===== src/rtl/ram_access_ctrl_pkg.sv =====
// Shared encodings for the byte-serial RAM access controller: access lengths,
// controller states and the length/alignment helpers used at grant time.
package ram_access_ctrl_pkg;

    localparam logic [1:0] LEN_BYTE = 2'b00;
    localparam logic [1:0] LEN_HALF = 2'b01;
    localparam logic [1:0] LEN_WORD = 2'b10;
    localparam int         RW_WRITE = 2;

    typedef enum logic [1:0] {
        IDLE  = 2'd0,
        ISSUE = 2'd1,
        WAIT  = 2'd2,
        ACK   = 2'd3
    } ctrl_state_t;

    // Index of the final byte of an access (0, 1 or 3).
    function automatic logic [1:0] last_byte_idx(input logic [1:0] len);
        case (len)
            LEN_HALF: last_byte_idx = 2'd1;
            LEN_WORD: last_byte_idx = 2'd3;
            default:  last_byte_idx = 2'd0;
        endcase
    endfunction

    // Illegal length code or a half/word access that is not naturally aligned.
    function automatic logic len_addr_fault(input logic [1:0] len, input logic [1:0] addr_lo);
        case (len)
            LEN_BYTE: len_addr_fault = 1'b0;
            LEN_HALF: len_addr_fault = addr_lo[0];
            LEN_WORD: len_addr_fault = |addr_lo;
            default:  len_addr_fault = 1'b1;
        endcase
    endfunction

endpackage


===== src/rtl/rr_arbiter2.sv =====
// Two-way round-robin arbiter; requester 0 wins the first contention after reset.
// Latency: combinational grant while en=1; pointer updates on the granting edge.
// Backpressure: a losing request is simply not granted and stays pending upstream.
module rr_arbiter2 (
    input  logic       clk,
    input  logic       rst_n,
    input  logic       en,
    input  logic [1:0] req,
    output logic [1:0] gnt
);

    logic last;  // index of the most recently granted requester

    always_comb begin
        gnt = 2'b00;
        if (en) begin
            if (req == 2'b11) begin
                gnt = last ? 2'b01 : 2'b10;
            end else begin
                gnt = req;
            end
        end
    end

    always_ff @(posedge clk or negedge rst_n) begin
        if (!rst_n) begin
            last <= 1'b1;
        end else if (gnt[0]) begin
            last <= 1'b0;
        end else if (gnt[1]) begin
            last <= 1'b1;
        end
    end

endmodule


===== src/rtl/ram_access_ctrl.sv =====
// Arbitrates fetch and load/store access to a byte-wide RAM, serialising 1/2/4-byte accesses.
// Latency from grant edge: fault 1, write N+1, read N+2 cycles to the one-cycle ack pulse.
// Backpressure: requests are held until ack; the loser of arbitration waits in place.
module ram_access_ctrl
    import ram_access_ctrl_pkg::*;
#(
    parameter int RAM_WIDTH = 10
) (
    input  logic                 clk,
    input  logic                 rst_n,
    input  logic                 i_req,
    input  logic [31:0]          i_addr,
    output logic                 i_ack,
    output logic [31:0]          i_rdata,
    output logic                 i_exc,
    input  logic                 d_req,
    input  logic [2:0]           d_rw_len,
    input  logic [31:0]          d_addr,
    input  logic [31:0]          d_wdata,
    output logic                 d_ack,
    output logic [31:0]          d_rdata,
    output logic                 d_exc,
    output logic                 mem_en,
    output logic                 mem_we,
    output logic [RAM_WIDTH-1:0] mem_addr,
    output logic [7:0]           mem_wdata,
    input  logic [7:0]           mem_rdata
);

    ctrl_state_t          state;
    logic [1:0]           gnt;
    logic [RAM_WIDTH-1:0] lat_addr;
    logic [31:0]          lat_wdata;
    logic                 lat_write;
    logic                 lat_port_d;
    logic                 lat_exc;
    logic [1:0]           cnt;
    logic [1:0]           last_idx;
    logic [31:0]          asm_data;

    logic                 sel_write;
    logic                 sel_fault;
    logic [1:0]           sel_len;
    logic [31:0]          sel_addr;
    logic [31:0]          sel_wdata;
    logic [1:0]           nxt_idx;
    logic [1:0]           prev_idx;
    logic [RAM_WIDTH-1:0] nxt_addr;
    logic [7:0]           nxt_wdata;

    // Bit 0 is the data port so it wins the first contention after reset.
    rr_arbiter2 u_arb (
        .clk   (clk),
        .rst_n (rst_n),
        .en    (state == IDLE),
        .req   ({i_req, d_req}),
        .gnt   (gnt)
    );

    always_comb begin
        sel_write = 1'b0;
        sel_len   = LEN_WORD;
        sel_addr  = i_addr;
        sel_wdata = '0;
        if (gnt[0]) begin
            sel_write = d_rw_len[RW_WRITE];
            sel_len   = d_rw_len[1:0];
            sel_addr  = d_addr;
            sel_wdata = d_wdata;
        end
        sel_fault = (|sel_addr[31:RAM_WIDTH]) || len_addr_fault(sel_len, sel_addr[1:0]);
    end

    assign nxt_idx   = cnt + 2'd1;
    assign prev_idx  = cnt - 2'd1;
    assign nxt_addr  = lat_addr + RAM_WIDTH'(nxt_idx);
    assign nxt_wdata = lat_wdata[{nxt_idx, 3'b000} +: 8];

    always_ff @(posedge clk or negedge rst_n) begin
        if (!rst_n) begin
            state      <= IDLE;
            lat_addr   <= '0;
            lat_wdata  <= '0;
            lat_write  <= 1'b0;
            lat_port_d <= 1'b0;
            lat_exc    <= 1'b0;
            cnt        <= 2'd0;
            last_idx   <= 2'd0;
            asm_data   <= '0;
            mem_en     <= 1'b0;
            mem_we     <= 1'b0;
            mem_addr   <= '0;
            mem_wdata  <= '0;
            i_ack      <= 1'b0;
            i_rdata    <= '0;
            i_exc      <= 1'b0;
            d_ack      <= 1'b0;
            d_rdata    <= '0;
            d_exc      <= 1'b0;
        end else begin
            mem_en  <= 1'b0;
            mem_we  <= 1'b0;
            i_ack   <= 1'b0;
            i_rdata <= '0;
            i_exc   <= 1'b0;
            d_ack   <= 1'b0;
            d_rdata <= '0;
            d_exc   <= 1'b0;
            case (state)
                IDLE: begin
                    if (|gnt) begin
                        lat_port_d <= gnt[0];
                        lat_write  <= sel_write;
                        lat_addr   <= sel_addr[RAM_WIDTH-1:0];
                        lat_wdata  <= sel_wdata;
                        last_idx   <= last_byte_idx(sel_len);
                        cnt        <= 2'd0;
                        asm_data   <= '0;
                        lat_exc    <= sel_fault;
                        if (sel_fault) begin
                            state <= ACK;
                        end else begin
                            state     <= ISSUE;
                            mem_en    <= 1'b1;
                            mem_we    <= sel_write;
                            mem_addr  <= sel_addr[RAM_WIDTH-1:0];
                            mem_wdata <= sel_wdata[7:0];
                        end
                    end
                end
                ISSUE: begin
                    // RAM read data trails the issued byte by one cycle.
                    if (!lat_write && cnt != 2'd0) begin
                        asm_data[{prev_idx, 3'b000} +: 8] <= mem_rdata;
                    end
                    if (cnt == last_idx) begin
                        state <= lat_write ? ACK : WAIT;
                    end else begin
                        cnt       <= nxt_idx;
                        mem_en    <= 1'b1;
                        mem_we    <= lat_write;
                        mem_addr  <= nxt_addr;
                        mem_wdata <= nxt_wdata;
                    end
                end
                WAIT: begin
                    asm_data[{cnt, 3'b000} +: 8] <= mem_rdata;
                    state <= ACK;
                end
                ACK: begin
                    if (lat_port_d) begin
                        d_ack   <= 1'b1;
                        d_rdata <= asm_data;
                        d_exc   <= lat_exc;
                    end else begin
                        i_ack   <= 1'b1;
                        i_rdata <= asm_data;
                        i_exc   <= lat_exc;
                    end
                    state <= IDLE;
                end
                default: state <= IDLE;
            endcase
        end
    end

endmodule

===== config.mk =====
export PLATFORM = sky130hd
export DESIGN_NAME = ram_access_ctrl
export DESIGN_NICKNAME = d
export VERILOG_FILES = /design/src/rtl/ram_access_ctrl_pkg.sv /design/src/rtl/rr_arbiter2.sv /design/src/rtl/ram_access_ctrl.sv
export SDC_FILE = /design/constraint.sdc
export NUM_CORES = 1
export LEC_CHECK = 0
export CAP_MARGIN = 15
export CORE_MARGIN = 5
export CORE_UTILIZATION = 54
export CTS_CLUSTER_SIZE = 14
export DETAILED_ROUTE_END_ITERATION = 8
export PLACE_DENSITY = 0.9
export SLEW_MARGIN = 20
export SYNTH_ARGS = -nofsm -noshare
export SYNTH_HDL_FRONTEND = slang
export SYNTH_HIERARCHICAL = 1
export SYNTH_SLANG_ARGS = --single-unit

===== constraint.sdc =====
create_clock -name clk -period 5.5 [get_ports clk]
set_clock_uncertainty 0.1 [all_clocks]
set_input_delay 1.1 -clock clk [delete_from_list [all_inputs] [get_ports clk]]
set_output_delay 1.1 -clock clk [all_outputs]
set_load 0.02 [all_outputs]

# == After elaboration in Yosys (flattened, before gate mapping) ==
# Cells that the tools add are included.
# totals
regBits,172
inputBits,111
output_inout_bits,88
elab_cells,111
# op_classes
addsub,5
n_eq_ne,12
shifts,5
muxes,52
reduce_logical,17
# op_table
operator,n
$mux 32,8
$pmux 32 s3,1
$bwmux 32,2
$shift 8x7->32 const A,2
$shiftx 8x7->32,2
$shiftx 32x6->8,1
$mux 10,3
$mux 8,3
$reduce_or 22->1,1
$pmux 10 s2,1
$mux 1,18
$mux 2,9
$pmux 8 s2,1
$neg 5->7,2
$add 10x2->10,1
$ne 2x2->1 const B,5
$eq 2x2->1 const B,4
$pmux 2 s2,2
$pmux 2 s4,1
$reduce_and 3->1,2
$reduce_bool 2->1,3
$eq 2x1->1 const B,2
$logic_not 2->1,2
$pmux 1 s2,2
11 further kinds,13

# == Logic depth before layout (Yosys ltp) ==
# depth
ltp_word,10
ltp_mapped,15
mapped_depth_nobuf,12

# == Hierarchy ==
# Netlist, hierarchy kept.
# modules_own_cells
module,instances,cells_each,area_per_inst_um2,seq_area_each_um2
ram_access_ctrl,1,791,8172.8,4279.1
rr_arbiter2,1,8,62.6,26.3

# == Least setup slack after synthesis ==
# Ideal clock, no wire load.
# synth_path
path_kind,input to register
start,input d_req
end,register mem_addr[1]
setup_ns,0.125
arrival_time_ns,3.443
t_required_ns,5.275
slack_ns,1.831
cell_stages,11
path_buffers,3
cell_sequence,nand2_1 > a21oi_1 > buf_6 > clkbuf_1 > and2_1 > inv_1 > ha_1 > a222oi_1 > a22oi_2 > buf_6 > mux2_4
# synth_between
elab_chain_len,9
# synth_rtl
item,line,text
"start, declared",ram_access_ctrl.sv:16,"input logic d_req,"
$eq 2x2->1,rr_arbiter2.sv:17,if (req == 2'b11) begin
$mux 2 *,rr_arbiter2.sv:17,
$mux 2 *,rr_arbiter2.sv:16,if (en) begin
via gnt[0],ram_access_ctrl.sv:31,logic [1:0] gnt;
$mux 2 or $mux 32 (tied branches),ram_access_ctrl.sv:65,if (gnt[0]) begin
$eq 2x2->1 (tied with other cells),ram_access_ctrl_pkg.sv:28,case (len)
$pmux 1 s3,ram_access_ctrl_pkg.sv:28,
$logic_or 1x1->1,ram_access_ctrl.sv:71,"sel_fault = (|sel_addr[31:RAM_WIDTH]) || len_addr_fault(sel_len, sel_addr[1:0]);"
$ne 2x2->1 (no line),n/a,
$reduce_and 4->1 (no line),n/a,
"end signal, assigned",ram_access_ctrl.sv:126,mem_addr <= sel_addr[RAM_WIDTH-1:0];
"end signal, assigned",ram_access_ctrl.sv:142,mem_addr <= nxt_addr;
"end, declared",ram_access_ctrl.sv:25,"output logic [RAM_WIDTH-1:0] mem_addr,"
# Mark *: on every way through the listed nets, which the timed path passes. The rest lies on a longest branch. The select of a mux whose other input is x is not followed.
# A chain may end at the register's enable or synchronous reset.

# == Worst setup path after layout ==
# Same ends and word-level chain as after synthesis.

==> metrics.md <==
| Metric | Value |
|---|---|
| Run status | completed |
| GP Congestion | 0.829 |
| Number of port buffers | 198 |
| Post-synthesis sequential area ratio | 52.3% |
| Global-route wire length before repair | 35800 um |
| Share of layout cells above drive strength 1 | 7.92% |
| Clock buffer count from CTS | 17 |
| Longest Clk Path Bufs | 2 |
| WS Path Type | input pin to flip-flop |
| DR WL met2 | 11400 um |
| Worst skew pair latency | 0.42 ns |
| Largest fanout on the critical path | 21 |
| Total Power | 5.24 mW |
| Vias per cell | 6.04 |
| Yosys cell types | 41 |
| CP endpoint kind | flip-flop |
| Initial antenna violation count | 0 |
| Number of diodes | 0 |
| Max layer used | met4 |
| Residual DRC count | 0 |
| Synth cell count leaders | dfrtp_1 (171), o21ai_0 (99), nand2_1 (52) |
| Mapped Area | 8240 um^2 |
| Period utilization | 69.6% |
| Area contributors post-synth | dfrtp_1 (52%), o21ai_0 (6.0%), a22oi_1 (2.9%) |
| Hold_buf cts | 0 |
| Net Sw Frac | 39.8% |
| Global-route usage over all layers | 25.3% |
| Fraction of registers with async set/reset | 100% |
| Final Hold Viols | 0 |
| Most common cell in the netlist | dfrtp_1 |
| Vias in the first global route | 6977 |
| Hpwl dp | 15600 um |
| Worst Setup SP | d_req |
| Flops & latches, synth | 172 |
| Die W | 133 um |
| Nets@finish | 1087 |
| H-tree depth | 4 |
| Yosys warns | 6 |
| Startpoint types | input pin |
| Tmin final | 3.83 ns |
| Clk slew on worst S/H paths | 0.07 ns |
| I/O Pins | 199 |
| DRT Wirelength | 22500 um |
| Clock network power share | 23.1% |
| Number of flops mapped to enable cells by yosys | 0 |
| Mean Syn Cell Area | 10.3 um^2 |
| Hold Crit Start | lat_wdata[5] |
| Antenna-violating nets left | 0 |
| Min-Delay Path Depth | 2 |
| Maxcap violations | 0 |
| Dominant cell type by area after synthesis | dfrtp_1 |
| Fin. max-slew vios | 0 |
| Resized cells post-CTS | 0 |
| Mapped Cells | 799 |
| Clock root buffer | clkbuf_16 |
| Met1 Wirelength | 8460 um |
| Post-Syn Nets | 926 |
| Fillers | 1100 |
| CP required | 5.70 ns |
| RSZ-0062 raised after global routing | false |
| Comb power frac | 42.7% |
| Final setup viols | 0 |
| Standard-cell rows | 45 |
| Slew margin rel. | 31.5% |
| CTS sink cnt | 172 |
| Int Pwr | 3.16 mW |
| Seq pwr share | 34.2% |
| Gr ovfl total | 0 |
| Area grow syn2layout | 32.2% |
| CTS tree | yes |
| Ys flop type | dfrtp_1 |
| Total number of vias | 7007 |
| DR WL/cell | 19.4 um |
| Die area | 17800 um^2 |
| Synth top area share | 52.0% |
| Slew @ Worst Pin | 1.02 ns |
| Cells on worst reg2reg path | 11 |
| Placeable Area | 15100 um^2 |
| Peak Freq | 0.261 GHz |
| Maximum vdd drop | 0.325 mV |
| Setup bufs post-CTS | 0 |
| FF-to-FF Start | state[1] |
| Worst Setup EP | mem_addr[1] |
| Worst hold path type | flip-flop to flip-flop |
| Switch Pwr | 2.09 mW |
| Detailed Routing Iterations Pass 1 | 6 |
| Reg2reg setup slack | 1.81 ns |
| Power per cell area | 482 nW/um^2 |
| DR iter-0 viols | 742 |
| Critical Path AT | 4.03 ns |
| Setup TNS | 0 ns |
| Initial Utilization | 54.6% |
| Static leakage | 4.69 nW |
| Reg-to-Reg End | mem_addr[1] |
| Largest net degree at the start of global routing | 102 |
| Detail Route met3 WL | 2030 um |
| Die Y | 133 um |
## worst max-delay path, stage by stage
cell,delay [ns]
clkdlybuf4s50_1,0.51
nand2_1,0.10
a21oi_4,0.52
and2_1,0.28
inv_1,0.07
ha_1,0.22
a222oi_1,0.55
a22oi_2,0.10
buf_4,0.26
mux2_4,0.32
## layout make-up
type	instances	area, um^2	area share [%]
Clock buffer	21	450	4.14
Sequential cell	172	4310	39.6
Multi-Input combinational cell	520	3550	32.6
Tap cell	188	235	2.16
Timing Repair Buffer	206	2040	18.8
Inverter	43	161	1.48
Clock inverter	10	140	1.29
## placed cells by master, fill, tap and decap left out, types with 2 or more instances in the layout
cell | Yosys | layout
mux2_2 | 8 | 8
o21bai_1 | 2 | 2
inv_1 | 43 | 43
and3_1 | 33 | 33
bufinv_16 | 0 | 3
a21oi_1 | 7 | 6
ha_2 | 0 | 3
dfrtp_1 | 171 | 170
a22oi_1 | 32 | 32
nand4_1 | 34 | 34
nand2_1 | 52 | 51
and2_1 | 38 | 38
mux4_2 | 8 | 8
nor2_1 | 16 | 16
mux2i_1 | 16 | 16
nor4_1 | 7 | 7
nand3_1 | 37 | 37
buf_4 | 0 | 8
clkinv_4 | 0 | 3
a22o_1 | 27 | 27
o21ai_0 | 99 | 98
a21o_1 | 5 | 5
clkinv_2 | 0 | 3
mux2_4 | 10 | 10
clkdlybuf4s50_1 | 0 | 197
clkbuf_16 | 0 | 17
nor3_1 | 7 | 7
xor2_1 | 3 | 3
nor2b_1 | 13 | 11
clkbuf_1 | 50 | 3
ha_1 | 15 | 12
xnor2_1 | 7 | 7
o22ai_1 | 32 | 32
## metal layers
layer / track usage [%] / up-vias
li1: - / 3196
met1: 31.4 / 3400
met2: 43.7 / 351
met3: 5.82 / 60
met4: 8.69 / 0
met5: 0 / -
## per-stage QoR
step	utilization [%]	worst slack, ns	instances	area [um^2]	hold WS (ns)
after floorplan	-	1.83	799	8240	0.345
after global routing	72.2	1.49	1160	10900	0.425
final	72.2	1.67	1160	10900	0.399
after CTS	72.0	1.49	1160	10900	0.401
after detailed placement	68.1	1.06	1129	10300	0.377
after global placement	68.1	1.21	1129	10300	0.360
## power groups by stage
stage	logic (mW)	clock network, mW	registers [mW]
floorplan	1.50	0	1.80
global placement	2.13	0	1.79
detailed placement	2.20	0	1.80
CTS	2.21	1.23	1.79
global route	2.41	1.28	1.83
finish	2.24	1.21	1.79
## cell families (layout without fill, tap and decap cells)
group           count (synthesis)  count (layout)  synth area share (%)
fa+ha+maj                      16              16                  2.52
simple gates                  241             241                  15.7
mux                            42              42                  7.05
xor+xnor                       10              10                  1.06
buf+inv                       107             280                  5.15
flops                         172             172                  52.3
compound gates                211             211                  16.2
## sequential cells by signal, summed over array words and instances (netlist names), 2 cells and up
| register | cells |
|---|---|
| i_rdata | 32 |
| lat_wdata | 32 |
| asm_data | 32 |
| d_rdata | 32 |
| lat_addr | 10 |
| mem_wdata | 8 |
| mem_addr | 10 |
| state | 2 |
| last_idx | 2 |
| cnt | 2 |
## how the worst min path moves through the flow
stage	to	slack, ns
2_1_floorplan	lat_wdata[0]	0.35
3_3_place_gp	lat_wdata[7]	0.36
3_5_place_dp	lat_wdata[6]	0.38
4_1_cts	lat_wdata[5]	0.40
5_1_grt	i_rdata[11]	0.42
6_report	lat_wdata[5]	0.40
No activity file was read; power rests on OpenSTA's default activity.
